## src/rtl/hazard_forward_ctrl.sv

```systemverilog
// rtl/hazard_forward_ctrl.sv - EX operand forwarding select and multi-cycle load-use stall control.
// Defining HAZARD_PERF_CNT_EN adds the StallCycles counter and port.
module hazard_forward_ctrl #(
   parameter int REG_BITS = 5,
   parameter int ZERO_REG = 31,
   parameter int LOAD_LAT = 1,
   parameter int CNT_BITS = 32
) (
   input  logic                clk,
   input  logic                reset,
   input  logic [REG_BITS-1:0] ID_Rn,
   input  logic [REG_BITS-1:0] ID_Rm,
   input  logic                ID_UseRn,
   input  logic                ID_UseRm,
   input  logic [REG_BITS-1:0] EX_Rn,
   input  logic [REG_BITS-1:0] EX_Rm,
   input  logic [REG_BITS-1:0] EX_Rd,
   input  logic                EX_MemRead,
   input  logic [REG_BITS-1:0] MEM_Rd,
   input  logic                MEM_RegWrite,
   input  logic [REG_BITS-1:0] WB_Rd,
   input  logic                WB_RegWrite,
   input  logic                Flush,
   output logic [1:0]          ForwardA,
   output logic [1:0]          ForwardB,
   output logic                Stall,
   output logic                Bubble
`ifdef HAZARD_PERF_CNT_EN
   ,
   output logic [CNT_BITS-1:0] StallCycles
`endif
);

   localparam logic [REG_BITS-1:0] ZERO      = REG_BITS'(ZERO_REG);
   localparam logic [3:0]          HOLD_INIT = 4'(LOAD_LAT - 1);
   localparam bit                  MULTI     = (LOAD_LAT > 1);

   if (LOAD_LAT < 1 || LOAD_LAT > 15 || CNT_BITS < 1) begin : g_bad_param
      $error("hazard_forward_ctrl: LOAD_LAT must be 1..15 and CNT_BITS >= 1");
   end

   typedef enum logic {IDLE, HOLD} state_t;

   state_t     state_q, state_d;
   logic [3:0] cnt_q, cnt_d;
   logic       haz;
   logic       stall;

   function automatic logic [1:0] fwd_sel(input logic [REG_BITS-1:0] src,
                                          input logic [REG_BITS-1:0] mem_rd,
                                          input logic                mem_we,
                                          input logic [REG_BITS-1:0] wb_rd,
                                          input logic                wb_we);
      logic mem_hit;
      logic wb_hit;
      mem_hit = mem_we && (mem_rd != ZERO) && (mem_rd == src);
      wb_hit  = wb_we && (wb_rd != ZERO) && (wb_rd == src);
      if (mem_hit)     return 2'b10;
      else if (wb_hit) return 2'b01;
      else             return 2'b00;
   endfunction

   always_comb begin
      ForwardA = fwd_sel(EX_Rn, MEM_Rd, MEM_RegWrite, WB_Rd, WB_RegWrite);
      ForwardB = fwd_sel(EX_Rm, MEM_Rd, MEM_RegWrite, WB_Rd, WB_RegWrite);
   end

   always_comb begin
      haz = EX_MemRead && (EX_Rd != ZERO) &&
            ((ID_UseRn && (EX_Rd == ID_Rn)) || (ID_UseRm && (EX_Rd == ID_Rm)));
   end

   // Flush overrides everything: no stall this cycle and any remaining bubbles are dropped.
   always_comb begin
      state_d = state_q;
      cnt_d   = cnt_q;
      stall   = 1'b0;
      if (Flush) begin
         state_d = IDLE;
         cnt_d   = 4'd0;
      end else begin
         case (state_q)
            IDLE: begin
               if (haz) begin
                  stall = 1'b1;
                  if (MULTI) begin
                     state_d = HOLD;
                     cnt_d   = HOLD_INIT;
                  end
               end
            end
            HOLD: begin
               stall = 1'b1;
               cnt_d = cnt_q - 4'd1;
               if (cnt_q == 4'd1) state_d = IDLE;
            end
            default: begin
               state_d = IDLE;
               cnt_d   = 4'd0;
            end
         endcase
      end
   end

   always_ff @(posedge clk) begin
      if (reset) begin
         state_q <= IDLE;
         cnt_q   <= 4'd0;
      end else begin
         state_q <= state_d;
         cnt_q   <= cnt_d;
      end
   end

   assign Stall  = stall;
   assign Bubble = stall;

`ifdef HAZARD_PERF_CNT_EN
   logic [CNT_BITS-1:0] stall_cycles_q, stall_cycles_d;

   always_comb begin
      stall_cycles_d = stall_cycles_q + CNT_BITS'(stall);
   end

   always_ff @(posedge clk) begin
      if (reset) stall_cycles_q <= '0;
      else       stall_cycles_q <= stall_cycles_d;
   end

   assign StallCycles = stall_cycles_q;
`endif

endmodule

```

## config.mk

```make
export PLATFORM = sky130hd
export DESIGN_NAME = hazard_forward_ctrl
export DESIGN_NICKNAME = d
export VERILOG_FILES = /design/src/rtl/hazard_forward_ctrl.sv
export SDC_FILE = /design/constraint.sdc
export NUM_CORES = 1
export LEC_CHECK = 0
export BUFFER_PORTS_ARGS = -buffer_cell sky130_fd_sc_hd__buf_2
export CAP_MARGIN = 25
export CORE_MARGIN = 4
export CORE_UTILIZATION = 39
export CTS_CLUSTER_SIZE = 40
export DETAILED_ROUTE_END_ITERATION = 10
export PLACE_DENSITY = 0.79
export REMOVE_ABC_BUFFERS = 1
export SYNTH_ARGS = -nofsm -noshare
export SYNTH_HDL_FRONTEND = slang
export SYNTH_SLANG_ARGS = --single-unit
export TNS_END_PERCENT = 30
```

## constraint.sdc

```tcl
create_clock -name clk -period 1.51 [get_ports clk]
set_clock_uncertainty 0.15 [all_clocks]
set_input_delay 0.2265 -clock clk [delete_from_list [all_inputs] [get_ports clk]]
set_output_delay 0.2265 -clock clk [all_outputs]
set_load 0.1 [all_outputs]
```

==> run_summary.xml, run 1 <==
<?xml version="1.0" encoding="UTF-8"?>
<metrics>
  <group name="finish">
    <metric name="synthToLayoutAreaGrowth" unit="%">106</metric>
    <metric name="drive_gt1_share" unit="%">55.9</metric>
    <metric name="final_layout_net_count" unit="">191</metric>
    <metric name="layout_common_cells" unit="">30 x buf_2, 23 x xor2_1, 18 x buf_6</metric>
    <metric name="filler_cell_count" unit="">87</metric>
    <metric name="instances_no_fill" unit="">161</metric>
    <metric name="layout.cells.most_common" unit="">buf_2</metric>
    <metric name="utilization" unit="%">85.6</metric>
    <metric name="antenna_cells_inserted" unit="">0</metric>
    <metric name="multi_input_area" unit="sq um">576</metric>
    <metric name="sequential_cell_area" unit="sq um">100</metric>
  </group>
  <group name="grt">
    <metric name="grt_max_degree" unit="">8</metric>
    <metric name="grt_pass1_vias" unit="">845</metric>
    <metric name="grt_use_total" unit="%">22.8</metric>
    <metric name="grt_antenna_before_repair" unit="">0</metric>
    <metric name="first_pass_grt_wire_length" unit="mm">3.59</metric>
    <metric name="overflow" unit="">0</metric>
  </group>
  <group name="sta">
    <metric name="hold_ws" unit="ns">0.0727</metric>
    <metric name="max_freq" unit="MHz">537</metric>
    <metric name="totalNegativeSetupSlack" unit="ns">-1.62</metric>
    <metric name="worst_slew_margin_rel" unit="%">77.3</metric>
    <metric name="final_slew_viol_count" unit="">0</metric>
    <metric name="layout_setup_ws" unit="ns">-0.353</metric>
    <metric name="timing.final.setup_violations" unit="">6</metric>
    <metric name="report.final.hold_viol_count" unit="">0</metric>
    <metric name="finalCritPeriodShare" unit="%">123</metric>
    <metric name="worst_pin_slew" unit="ns">0.333</metric>
    <metric name="rsz_0062_raised_after_global_routing" unit="">true</metric>
    <metric name="period_needed" unit="ns">1.86</metric>
  </group>
  <group name="yosys">
    <metric name="yosysWarnings" unit="">0</metric>
    <metric name="syn-mean-instance-area" unit="sq um">8.42</metric>
    <metric name="synthCells" unit="">75</metric>
    <metric name="netlist_cell_types" unit="">21</metric>
    <metric name="ys_ff_latch" unit="">5</metric>
    <metric name="synth_area" unit="sq um">632</metric>
    <metric name="synth_seq_area_share" unit="%">15.8</metric>
  </group>
  <group name="worst_setup_path">
    <metric name="timing.critical_path.buf_inv" unit="">2</metric>
    <metric name="timing.setup.critical_path_class" unit="">input pin to output pin</metric>
    <metric name="crit_path_max_fanout" unit="">2</metric>
    <metric name="critical_path.top_delay_family" unit="">simple AND/OR/NAND/NOR gates</metric>
    <metric name="worst_ep_arrival_time" unit="ns">1.49</metric>
    <metric name="cp_data_required_time" unit="ns">1.13</metric>
    <metric name="worst_path_slowest_cell" unit="">or4_4</metric>
    <metric name="cp-start-kind" unit="">input pin</metric>
    <metric name="critical-path-max-stage-delay" unit="ns">0.52</metric>
    <metric name="worst_setup_path_end_kind" unit="">output pin</metric>
    <metric name="cp_cell_sequence" unit="">buf_4 -&gt; xor2_1 -&gt; or4_4 -&gt; nor4_4 -&gt; buf_12</metric>
  </group>
  <group name="routing">
    <metric name="drc" unit="">0</metric>
    <metric name="drt_wl_total" unit="mm">2.75</metric>
    <metric name="vias" unit="">844</metric>
    <metric name="post_drt_wl_per_cell" unit="um">17.1</metric>
    <metric name="drt-pass1-iter-count" unit="">4</metric>
    <metric name="drtAntennaViolNets" unit="">0</metric>
    <metric name="drt-vias-per-instance" unit="">5.24</metric>
    <metric name="drt_iter0_markers" unit="">3</metric>
  </group>
  <group name="placement">
    <metric name="numPortBuffers" unit="">48</metric>
    <metric name="dp.final_hpwl" unit="mm">1.98</metric>
    <metric name="routabilityCongestion" unit="">0.809</metric>
    <metric name="place.detailed.instances" unit="">157</metric>
  </group>
  <group name="power">
    <metric name="leakagePower" unit="uW">0.000573</metric>
    <metric name="total_power_divided_by_cell_area" unit="nW/um^2">444</metric>
    <metric name="post-layout-total-power" unit="uW">579</metric>
    <metric name="vdd_ir_drop_max" unit="mV">0.301</metric>
  </group>
  <group name="status">
    <metric name="failing_checks" unit="">setup timing</metric>
    <metric name="run_status" unit="">complete, but fails checks</metric>
  </group>
  <group name="clocking">
    <metric name="cts.path.max_buffers" unit="">2</metric>
    <metric name="hold_buffers" unit="">0</metric>
    <metric name="clock_tree.root_cell" unit="">clkbuf_4</metric>
    <metric name="clk_latency_worst_skew_pair" unit="ns">0.24</metric>
    <metric name="tritoncts_num_sinks" unit="">5</metric>
    <metric name="clk_transition_reported_paths" unit="ns">0.04</metric>
    <metric name="ctsHtreeMaxLevel" unit="">1</metric>
    <metric name="cts_made_buffers" unit="">3</metric>
    <metric name="cts_tree" unit="">built</metric>
  </group>
  <group name="hold_path">
    <metric name="timing.hold.worst.class" unit="">input pin to flop</metric>
  </group>
  <group name="die">
    <metric name="die_x" unit="um">48.3</metric>
    <metric name="die_h" unit="um">48.3</metric>
    <metric name="design.portCount" unit="">49</metric>
    <metric name="placementRows" unit="">14</metric>
    <metric name="effective_utilization_at_floorplan" unit="%">41.5</metric>
    <metric name="core_region_area" unit="sq um">1520</metric>
    <metric name="die-area" unit="sq um">2330</metric>
  </group>
  <group name="run">
    <metric name="maxCapViolations" unit="">0</metric>
  </group>
</metrics>
==> cell usage after synthesis <==
cell type	n	share of area (%)
nor4_2	3	5.9
and3_1	1	0.99
buf_4	1	1.2
a32oi_1	1	1.4
a2111oi_0	2	2.8
ha_1	2	4.0
o22ai_1	1	0.99
o21ai_0	1	0.79
nor4_1	4	4.0
nor2_1	2	1.2
xor2_1	23	32
and2_0	1	0.99
nand3_1	5	4.0
inv_1	3	1.8
or4_1	2	2.4
dfxtp_1	5	16
nand3b_1	1	1.2
xnor2_1	10	14
nand2_1	3	1.8
o21ai_1	1	0.79
nor3_1	3	2.4
==> through the flow <==
stage | worst slack [ns] | cell area (sq um)
CTS | -0.404 | 1230
detailed placement | -0.461 | 1120
global placement | -0.372 | 1120
global route | -0.361 | 1300
floorplan | -3.53 | 624
finish | -0.353 | 1300
==> metal layers <==
metal | part of all wire [%] | GRT usage, % | up-vias
met4 | 3.2 | 7.53 | 0
met2 | 55 | 46.4 | 37
li1 | - | - | 404
met1 | 36 | 22.6 | 395
met3 | 5.6 | 3.69 | 8
met5 | 0 | 0 | -
==> report_power, final <==
part	leakage (uW)	switching, uW	internal [uW]
registers	0.0000402	0	132
logic	0.000517	138	151
clock network	0.0000150	57.6	100
total	0.000573	195	384
==> registers in the layout, indices dropped and copies added (netlist names) <==
name,cells
cnt_q,4
state_q,1
==> logic make-up (layout without fill, tap and decap cells) <==
logic type      after synthesis  count (layout)  share of synthesized area [%]
buf+inv                       4              74                           2.97
fa+ha+maj                     2               2                           3.96
compound gates                6               6                           6.73
flops                         5               5                           15.8
simple gates                 25              25                           24.8
xor+xnor                     33              33                           45.7
==> worst paths after layout <==
kind	slack [ns]	startpoint	cells past startpoint	endpoint
worst min register to register	0.36	cnt_q[1]	2	cnt_q[1]
worst min-delay path	0.07	reset	2	cnt_q[0]
worst max register to register	0.13	cnt_q[0]	3	cnt_q[1]
worst max-delay path	-0.35	EX_Rn[4]	5	ForwardA[0]
==> what timing repair did <==
action / in CTS / in global routing
gates resized for setup: 19 / 19
endpoints found under the setup margin: 6 / 7
setup buffers: 0 / 0
pin swaps: 8 / 3
==> layout make-up <==
type | instances | area share [%]
clock buffers | 4 | 2.02
inverters | 3 | 0.864
multi-input cells | 66 | 44.1
flip-flops and latches | 5 | 7.68
well taps | 16 | 1.54
repair buffers | 67 | 43.8
(Power assumes the default switching activity.)
==> run 2: changes to the inputs <==
ABC_AREA = 1   (was default)
CORE_UTILIZATION = 42   (was 39)
==> run_summary.xml, run 2 <==
<?xml version="1.0" encoding="UTF-8"?>
<metrics>
  <group name="yosys">
    <metric name="synth_seq_area_share" unit="%">13.0</metric>
    <metric name="post_synth_most_frequent_cells" unit="">39 x nand2_1, 18 x nor2_1, 17 x inv_1</metric>
    <metric name="post-synth-top-count-cell" unit="">nand2_1</metric>
    <metric name="synth_area" unit="sq um">771</metric>
    <metric name="synthDominantCellAreaShare" unit="%">19.0</metric>
    <metric name="number_of_synthesized_flops_with_an_enable_pin" unit="">0</metric>
    <metric name="synthCells" unit="">131</metric>
    <metric name="postSynth.asyncResetShare" unit="%">0</metric>
    <metric name="syn-mean-instance-area" unit="sq um">5.88</metric>
    <metric name="synth.largest_area_cell" unit="">nand2_1</metric>
    <metric name="synth_area_leaders" unit="">nand2_1 19%, xnor2_1 17%, dfxtp_1 13%, nor2_1 8.8%, inv_1 8.3%</metric>
    <metric name="yosysWarnings" unit="">0</metric>
    <metric name="netlist_cell_types" unit="">24</metric>
    <metric name="ys_ff_latch" unit="">5</metric>
    <metric name="synth-main-ff-cell" unit="">dfxtp_1</metric>
  </group>
  <group name="clocking">
    <metric name="clk_transition_reported_paths" unit="ns">0.04</metric>
    <metric name="cts.path.max_buffers" unit="">2</metric>
    <metric name="clock_tree.root_cell" unit="">clkbuf_4</metric>
    <metric name="ctsHtreeMaxLevel" unit="">1</metric>
    <metric name="clk_latency_worst_skew_pair" unit="ns">0.24</metric>
    <metric name="cts_made_buffers" unit="">3</metric>
    <metric name="cts_tree" unit="">built</metric>
    <metric name="hold_buffers" unit="">0</metric>
    <metric name="post-cts-setup-buffers" unit="">0</metric>
    <metric name="tritoncts_num_sinks" unit="">5</metric>
  </group>
  <group name="die">
    <metric name="core_region_area" unit="sq um">1730</metric>
    <metric name="die_h" unit="um">50.8</metric>
    <metric name="placementRows" unit="">15</metric>
    <metric name="effective_utilization_at_floorplan" unit="%">44.6</metric>
    <metric name="die_x" unit="um">50.8</metric>
    <metric name="design.portCount" unit="">49</metric>
    <metric name="die-area" unit="sq um">2580</metric>
  </group>
  <group name="hold_path">
    <metric name="min_from" unit="">reset</metric>
    <metric name="min_delay_path_depth" unit="">3</metric>
    <metric name="hold_end" unit="">cnt_q[0]</metric>
    <metric name="timing.hold.worst.class" unit="">input pin to flop</metric>
  </group>
  <group name="finish">
    <metric name="synthToLayoutAreaGrowth" unit="%">81.7</metric>
    <metric name="post-route-cell-area" unit="sq um">1400</metric>
    <metric name="largest_reg_flops" unit="">4</metric>
    <metric name="final_layout_net_count" unit="">236</metric>
    <metric name="reg.largest.list" unit="">cnt_q (4), state_q (1)</metric>
    <metric name="layout.cells.most_common" unit="">nand2_1</metric>
    <metric name="filler_cell_count" unit="">118</metric>
    <metric name="regMostFlops" unit="">cnt_q</metric>
    <metric name="layout_common_cells" unit="">36 x nand2_1, 27 x buf_2, 16 x nor2_1</metric>
    <metric name="drive_gt1_share" unit="%">45.3</metric>
    <metric name="antenna_cells_inserted" unit="">0</metric>
  </group>
  <group name="sta">
    <metric name="period_needed" unit="ns">1.65</metric>
    <metric name="report.final.hold_viol_count" unit="">0</metric>
    <metric name="finalCritPeriodShare" unit="%">109</metric>
    <metric name="max_freq" unit="MHz">607</metric>
    <metric name="worst_pin_slew" unit="ns">0.271</metric>
    <metric name="final_slew_viol_count" unit="">0</metric>
    <metric name="hold_ws" unit="ns">0.200</metric>
    <metric name="layout_setup_ws" unit="ns">-0.138</metric>
    <metric name="timing.final.setup_violations" unit="">6</metric>
    <metric name="worst_slew_margin_rel" unit="%">81.8</metric>
    <metric name="rsz_0062_raised_after_global_routing" unit="">true</metric>
  </group>
  <group name="worst_setup_path">
    <metric name="crit_path_max_fanout" unit="">3</metric>
    <metric name="timing.rr.end" unit="">cnt_q[1]</metric>
    <metric name="cp_cell_sequence" unit="">buf_4 -&gt; nand2_1 -&gt; inv_1 -&gt; nand4_1 -&gt; nand2_2 -&gt; nor4_4 -&gt; buf_12</metric>
    <metric name="worst_r2r_startpoint" unit="">cnt_q[0]</metric>
    <metric name="cp_data_required_time" unit="ns">1.13</metric>
    <metric name="worst_path_slowest_cell" unit="">nor4_4</metric>
    <metric name="worst_setup_path_end_kind" unit="">output pin</metric>
    <metric name="worst_ep_arrival_time" unit="ns">1.27</metric>
    <metric name="critical-path-max-stage-delay" unit="ns">0.33</metric>
    <metric name="worst-r2r-setup-slack" unit="ns">0.31</metric>
    <metric name="r2r_cells" unit="">3</metric>
    <metric name="cp-start-kind" unit="">input pin</metric>
    <metric name="timing.setup.critical_path_class" unit="">input pin to output pin</metric>
  </group>
  <group name="power">
    <metric name="clock_power_share" unit="%">25.6</metric>
    <metric name="cell_internal_pwr" unit="uW">391</metric>
    <metric name="leakagePower" unit="uW">0.000698</metric>
    <metric name="switching_share" unit="%">35.3</metric>
    <metric name="seq_power_share" unit="%">21.9</metric>
    <metric name="switchingPower" unit="uW">213</metric>
    <metric name="combPwrFrac" unit="%">52.5</metric>
    <metric name="total_power_divided_by_cell_area" unit="nW/um^2">432</metric>
    <metric name="vdd_ir_drop_max" unit="mV">0.433</metric>
  </group>
  <group name="grt">
    <metric name="grt_antenna_before_repair" unit="">0</metric>
    <metric name="grt_pass1_vias" unit="">1019</metric>
    <metric name="first_pass_grt_wire_length" unit="mm">4.06</metric>
    <metric name="grt_use_total" unit="%">20.5</metric>
    <metric name="grt_max_degree" unit="">7</metric>
    <metric name="overflow" unit="">0</metric>
  </group>
  <group name="status">
    <metric name="run_status" unit="">complete, but fails checks</metric>
    <metric name="failing_checks" unit="">setup timing</metric>
  </group>
  <group name="routing">
    <metric name="vias" unit="">1055</metric>
    <metric name="drt_wl_total" unit="mm">2.94</metric>
    <metric name="drt_iter0_markers" unit="">26</metric>
    <metric name="drtAntennaViolNets" unit="">0</metric>
    <metric name="post_drt_wl_per_cell" unit="um">13.7</metric>
    <metric name="drc" unit="">0</metric>
    <metric name="drt-vias-per-instance" unit="">4.91</metric>
    <metric name="drt-pass1-iter-count" unit="">4</metric>
  </group>
  <group name="run">
    <metric name="maxCapViolations" unit="">0</metric>
  </group>
  <group name="placement">
    <metric name="dpl_cell_area" unit="sq um">1180</metric>
    <metric name="routabilityCongestion" unit="">0.880</metric>
    <metric name="dp.final_hpwl" unit="mm">2.17</metric>
    <metric name="numPortBuffers" unit="">48</metric>
  </group>
</metrics>
## run 2: area by class of cell
| type | instances | area, sq um | share of cell area (%) |
|---|---|---|---|
| multi-input cells | 105 | 683 | 48.8 |
| repair buffers | 56 | 480 | 34.3 |
| flip-flops and latches | 5 | 101 | 7.24 |
| inverters | 20 | 77.6 | 5.54 |
| well taps | 25 | 31.3 | 2.23 |
| clock buffers | 4 | 26.3 | 1.88 |
## run 2: worst max path at each step
stage,from,endpoint,depth (start not counted)
after floorplan,MEM_Rd[1],ForwardA[0],6
after global placement,EX_Rd[3],Stall,10
after detailed placement,EX_Rd[3],Stall,10
after CTS,EX_Rd[0],Stall,10
after global routing,ID_Rn[4],Stall,10
final,MEM_Rd[1],ForwardB[1],7
## run 2: timing repair
action / in CTS / in global routing
resized for setup: 20 / 26
gates cloned: 0 / 0
pin swaps: 8 / 18
setup endpoints to repair: 6 / 6
## run 2: routing by layer
metal / vias up / wire length (um) / track usage [%]
met2: 45 / 1700 / 42.0
met3: 15 / 131 / 2.92
met5: - / 0 / 0
met1: 469 / 972 / 18.8
li1: 526 / - / -
met4: 0 / 128 / 11.2
## run 2: cell families (layout without fill, tap and decap cells)
family / Yosys count / in the layout / share of synthesized area [%]
XOR/XNOR: 20 / 20 / 22.7
adder cells (fa/ha/maj): 2 / 2 / 3.25
flip-flops: 5 / 5 / 13.0
AND/OR/NAND/NOR: 76 / 76 / 43.8
buffers and inverters: 21 / 80 / 10.7
AO/OA/AOI/OAI: 7 / 7 / 6.50
## run 2: per-stage QoR
| stage | TNS [ns] | util, % | total power [uW] | instances | setup slack (ns) |
|---|---|---|---|---|---|
| 3_5_place_dp | -0.715 | 68.6 | 386 | 211 | -0.178 |
| 3_3_place_gp | -0.442 | 68.6 | 376 | 211 | -0.123 |
| 2_1_floorplan | -5.62 | - | 261 | 130 | -1.48 |
| 5_1_grt | -0.994 | 81.1 | 640 | 215 | -0.187 |
| 6_report | -0.619 | 81.1 | 604 | 215 | -0.138 |
| 4_1_cts | -0.402 | 75.8 | 574 | 215 | -0.0885 |
## run 2: power groups by stage
stage	Sequential, uW	Clock [uW]	Combinational, uW
6_report	133	154	317
5_1_grt	132	169	339
4_1_cts	132	161	281
3_5_place_dp	135	0	251
3_3_place_gp	135	0	241
2_1_floorplan	135	0	126
## run 2: worst max-delay path: cells and delay by family
family	cells	cell delay (ns)
buffers and inverters	3	0.40
AND/OR/NAND/NOR	4	0.63
==> run 3: changes to the inputs <==
CORE_ASPECT_RATIO = 0.9   (was default)
==> run_summary.xml, run 3 (synthesis gave the netlist of run 2 again) <==
<?xml version="1.0" encoding="UTF-8"?>
<metrics>
  <group name="worst_setup_path">
    <metric name="cp-start-kind" unit="">input pin</metric>
    <metric name="worst_ep_arrival_time" unit="ns">1.35</metric>
    <metric name="worst-r2r-setup-slack" unit="ns">0.29</metric>
    <metric name="timing.setup.critical_path_class" unit="">input pin to output pin</metric>
    <metric name="cp_data_required_time" unit="ns">1.13</metric>
    <metric name="crit_path_max_fanout" unit="">3</metric>
    <metric name="worst_setup_path_end_kind" unit="">output pin</metric>
  </group>
  <group name="sta">
    <metric name="totalNegativeSetupSlack" unit="ns">-0.811</metric>
    <metric name="finalCritPeriodShare" unit="%">114</metric>
    <metric name="timing.final.setup_violations" unit="">6</metric>
    <metric name="worst_slew_margin_rel" unit="%">74.8</metric>
    <metric name="hold_ws" unit="ns">0.218</metric>
    <metric name="final_slew_viol_count" unit="">0</metric>
    <metric name="report.final.hold_viol_count" unit="">0</metric>
    <metric name="layout_setup_ws" unit="ns">-0.215</metric>
    <metric name="period_needed" unit="ns">1.73</metric>
    <metric name="rsz_0062_raised_after_global_routing" unit="">true</metric>
    <metric name="max_freq" unit="MHz">580</metric>
    <metric name="worst_pin_slew" unit="ns">0.376</metric>
  </group>
  <group name="die">
    <metric name="core_region_area" unit="sq um">1700</metric>
    <metric name="die_x" unit="um">53.2</metric>
    <metric name="die_h" unit="um">48.6</metric>
    <metric name="design.portCount" unit="">49</metric>
    <metric name="effective_utilization_at_floorplan" unit="%">45.4</metric>
    <metric name="die-area" unit="sq um">2590</metric>
    <metric name="placementRows" unit="">14</metric>
  </group>
  <group name="status">
    <metric name="failing_checks" unit="">setup timing</metric>
    <metric name="run_status" unit="">complete, but fails checks</metric>
  </group>
  <group name="routing">
    <metric name="post_drt_wl_per_cell" unit="um">16.3</metric>
    <metric name="vias" unit="">1133</metric>
    <metric name="drtAntennaViolNets" unit="">0</metric>
    <metric name="drc" unit="">0</metric>
    <metric name="drt_iter0_markers" unit="">58</metric>
    <metric name="drt_wl_total" unit="mm">3.52</metric>
    <metric name="drt-vias-per-instance" unit="">5.25</metric>
    <metric name="drt-pass1-iter-count" unit="">4</metric>
  </group>
  <group name="finish">
    <metric name="multi_input_area" unit="sq um">726</metric>
    <metric name="filler_cell_count" unit="">84</metric>
    <metric name="largest_reg_flops" unit="">4</metric>
    <metric name="sequential_cell_area" unit="sq um">101</metric>
    <metric name="synthToLayoutAreaGrowth" unit="%">95.0</metric>
    <metric name="drive_gt1_share" unit="%">52.1</metric>
    <metric name="antenna_cells_inserted" unit="">0</metric>
    <metric name="reg.largest.list" unit="">cnt_q (4), state_q (1)</metric>
    <metric name="final_layout_net_count" unit="">238</metric>
    <metric name="regMostFlops" unit="">cnt_q</metric>
    <metric name="layout.cells.most_common" unit="">nand2_1</metric>
    <metric name="layout_common_cells" unit="">31 x nand2_1, 24 x buf_2, 15 x nor2_1</metric>
  </group>
  <group name="power">
    <metric name="total_power_divided_by_cell_area" unit="nW/um^2">436</metric>
    <metric name="leakagePower" unit="uW">0.000734</metric>
    <metric name="vdd_ir_drop_max" unit="mV">0.821</metric>
  </group>
  <group name="grt">
    <metric name="grt_use_met1" unit="%">21.1</metric>
    <metric name="grt_use_total" unit="%">20.0</metric>
    <metric name="grt_max_degree" unit="">7</metric>
    <metric name="overflow" unit="">0</metric>
    <metric name="busiest_layer" unit="">met2</metric>
    <metric name="grt_pass1_vias" unit="">1037</metric>
    <metric name="grt.met2_usage" unit="%">38.4</metric>
    <metric name="met3_usage" unit="%">3.99</metric>
    <metric name="grt_antenna_before_repair" unit="">0</metric>
    <metric name="first_pass_grt_wire_length" unit="mm">4.03</metric>
  </group>
  <group name="clocking">
    <metric name="cts.path.max_buffers" unit="">2</metric>
    <metric name="clk_transition_reported_paths" unit="ns">0.05</metric>
    <metric name="clk_latency_worst_skew_pair" unit="ns">0.24</metric>
    <metric name="ctsHtreeMaxLevel" unit="">1</metric>
    <metric name="cts_made_buffers" unit="">3</metric>
    <metric name="tritoncts_num_sinks" unit="">5</metric>
    <metric name="clock_tree.root_cell" unit="">clkbuf_4</metric>
    <metric name="cts_tree" unit="">built</metric>
    <metric name="hold_buffers" unit="">0</metric>
  </group>
  <group name="hold_path">
    <metric name="timing.hold.worst.class" unit="">input pin to flop</metric>
  </group>
  <group name="placement">
    <metric name="numPortBuffers" unit="">48</metric>
    <metric name="routabilityCongestion" unit="">0.814</metric>
    <metric name="dp.final_hpwl" unit="mm">2.08</metric>
    <metric name="preCtsSetupSlack" unit="ns">-0.183</metric>
  </group>
  <group name="run">
    <metric name="maxCapViolations" unit="">0</metric>
  </group>
</metrics>
run 3: layout make-up:
cell class                      count  area share, %
Clock buffer                        4           1.75
Inverter                           20           5.50
Multi-Input combinational cell    105           48.3
Sequential cell                     5           6.74
Tap cell                           24           2.00
Timing Repair Buffer               58           35.7
run 3: worst max-delay path, stage by stage:
cell     delay [ns]
buf_2          0.12
xor2_1         0.17
nor3_1         0.23
nand4_1        0.20
nor2_2         0.20
buf_12         0.19
run 3: routing by layer:
layer  up-vias  routed length [um]
li1        528                   -
met1       498                1190
met2        83                1860
met3        24                 284
met4         0                 195
met5         -                   0
run 3: timing repair:
item | in CTS | in global routing
gates resized for setup | 25 | 46
setup buffers | 0 | 1
cloned | 0 | 0
setup endpoints to repair | 6 | 6
pin swaps | 11 | 22
run 3: worst paths after layout:
| check | startpoint | end | depth (start not counted) |
|---|---|---|---|
| worst max-delay path | WB_Rd[0] | ForwardA[0] | 6 |
| worst min-delay path | reset | state_q | 3 |
| worst max register to register | cnt_q[0] | cnt_q[1] | 3 |
| worst min register to register | cnt_q[3] | state_q | 2 |
run 3: metrics by stage:
stage	area, sq um	total power [uW]	cells	util, %
floorplan	763	261	130	-
global placement	1190	377	211	70.1
detailed placement	1190	388	211	70.1
CTS	1320	574	215	77.8
global route	1500	692	216	88.4
finish	1500	655	216	88.4
run 3: where the power goes:
part           switching, uW  leakage, uW  internal [uW]
sequential                 0    0.0000408            132
clock                   58.8    0.0000150            100
combinational            181     0.000679            183
total                    240     0.000734            415
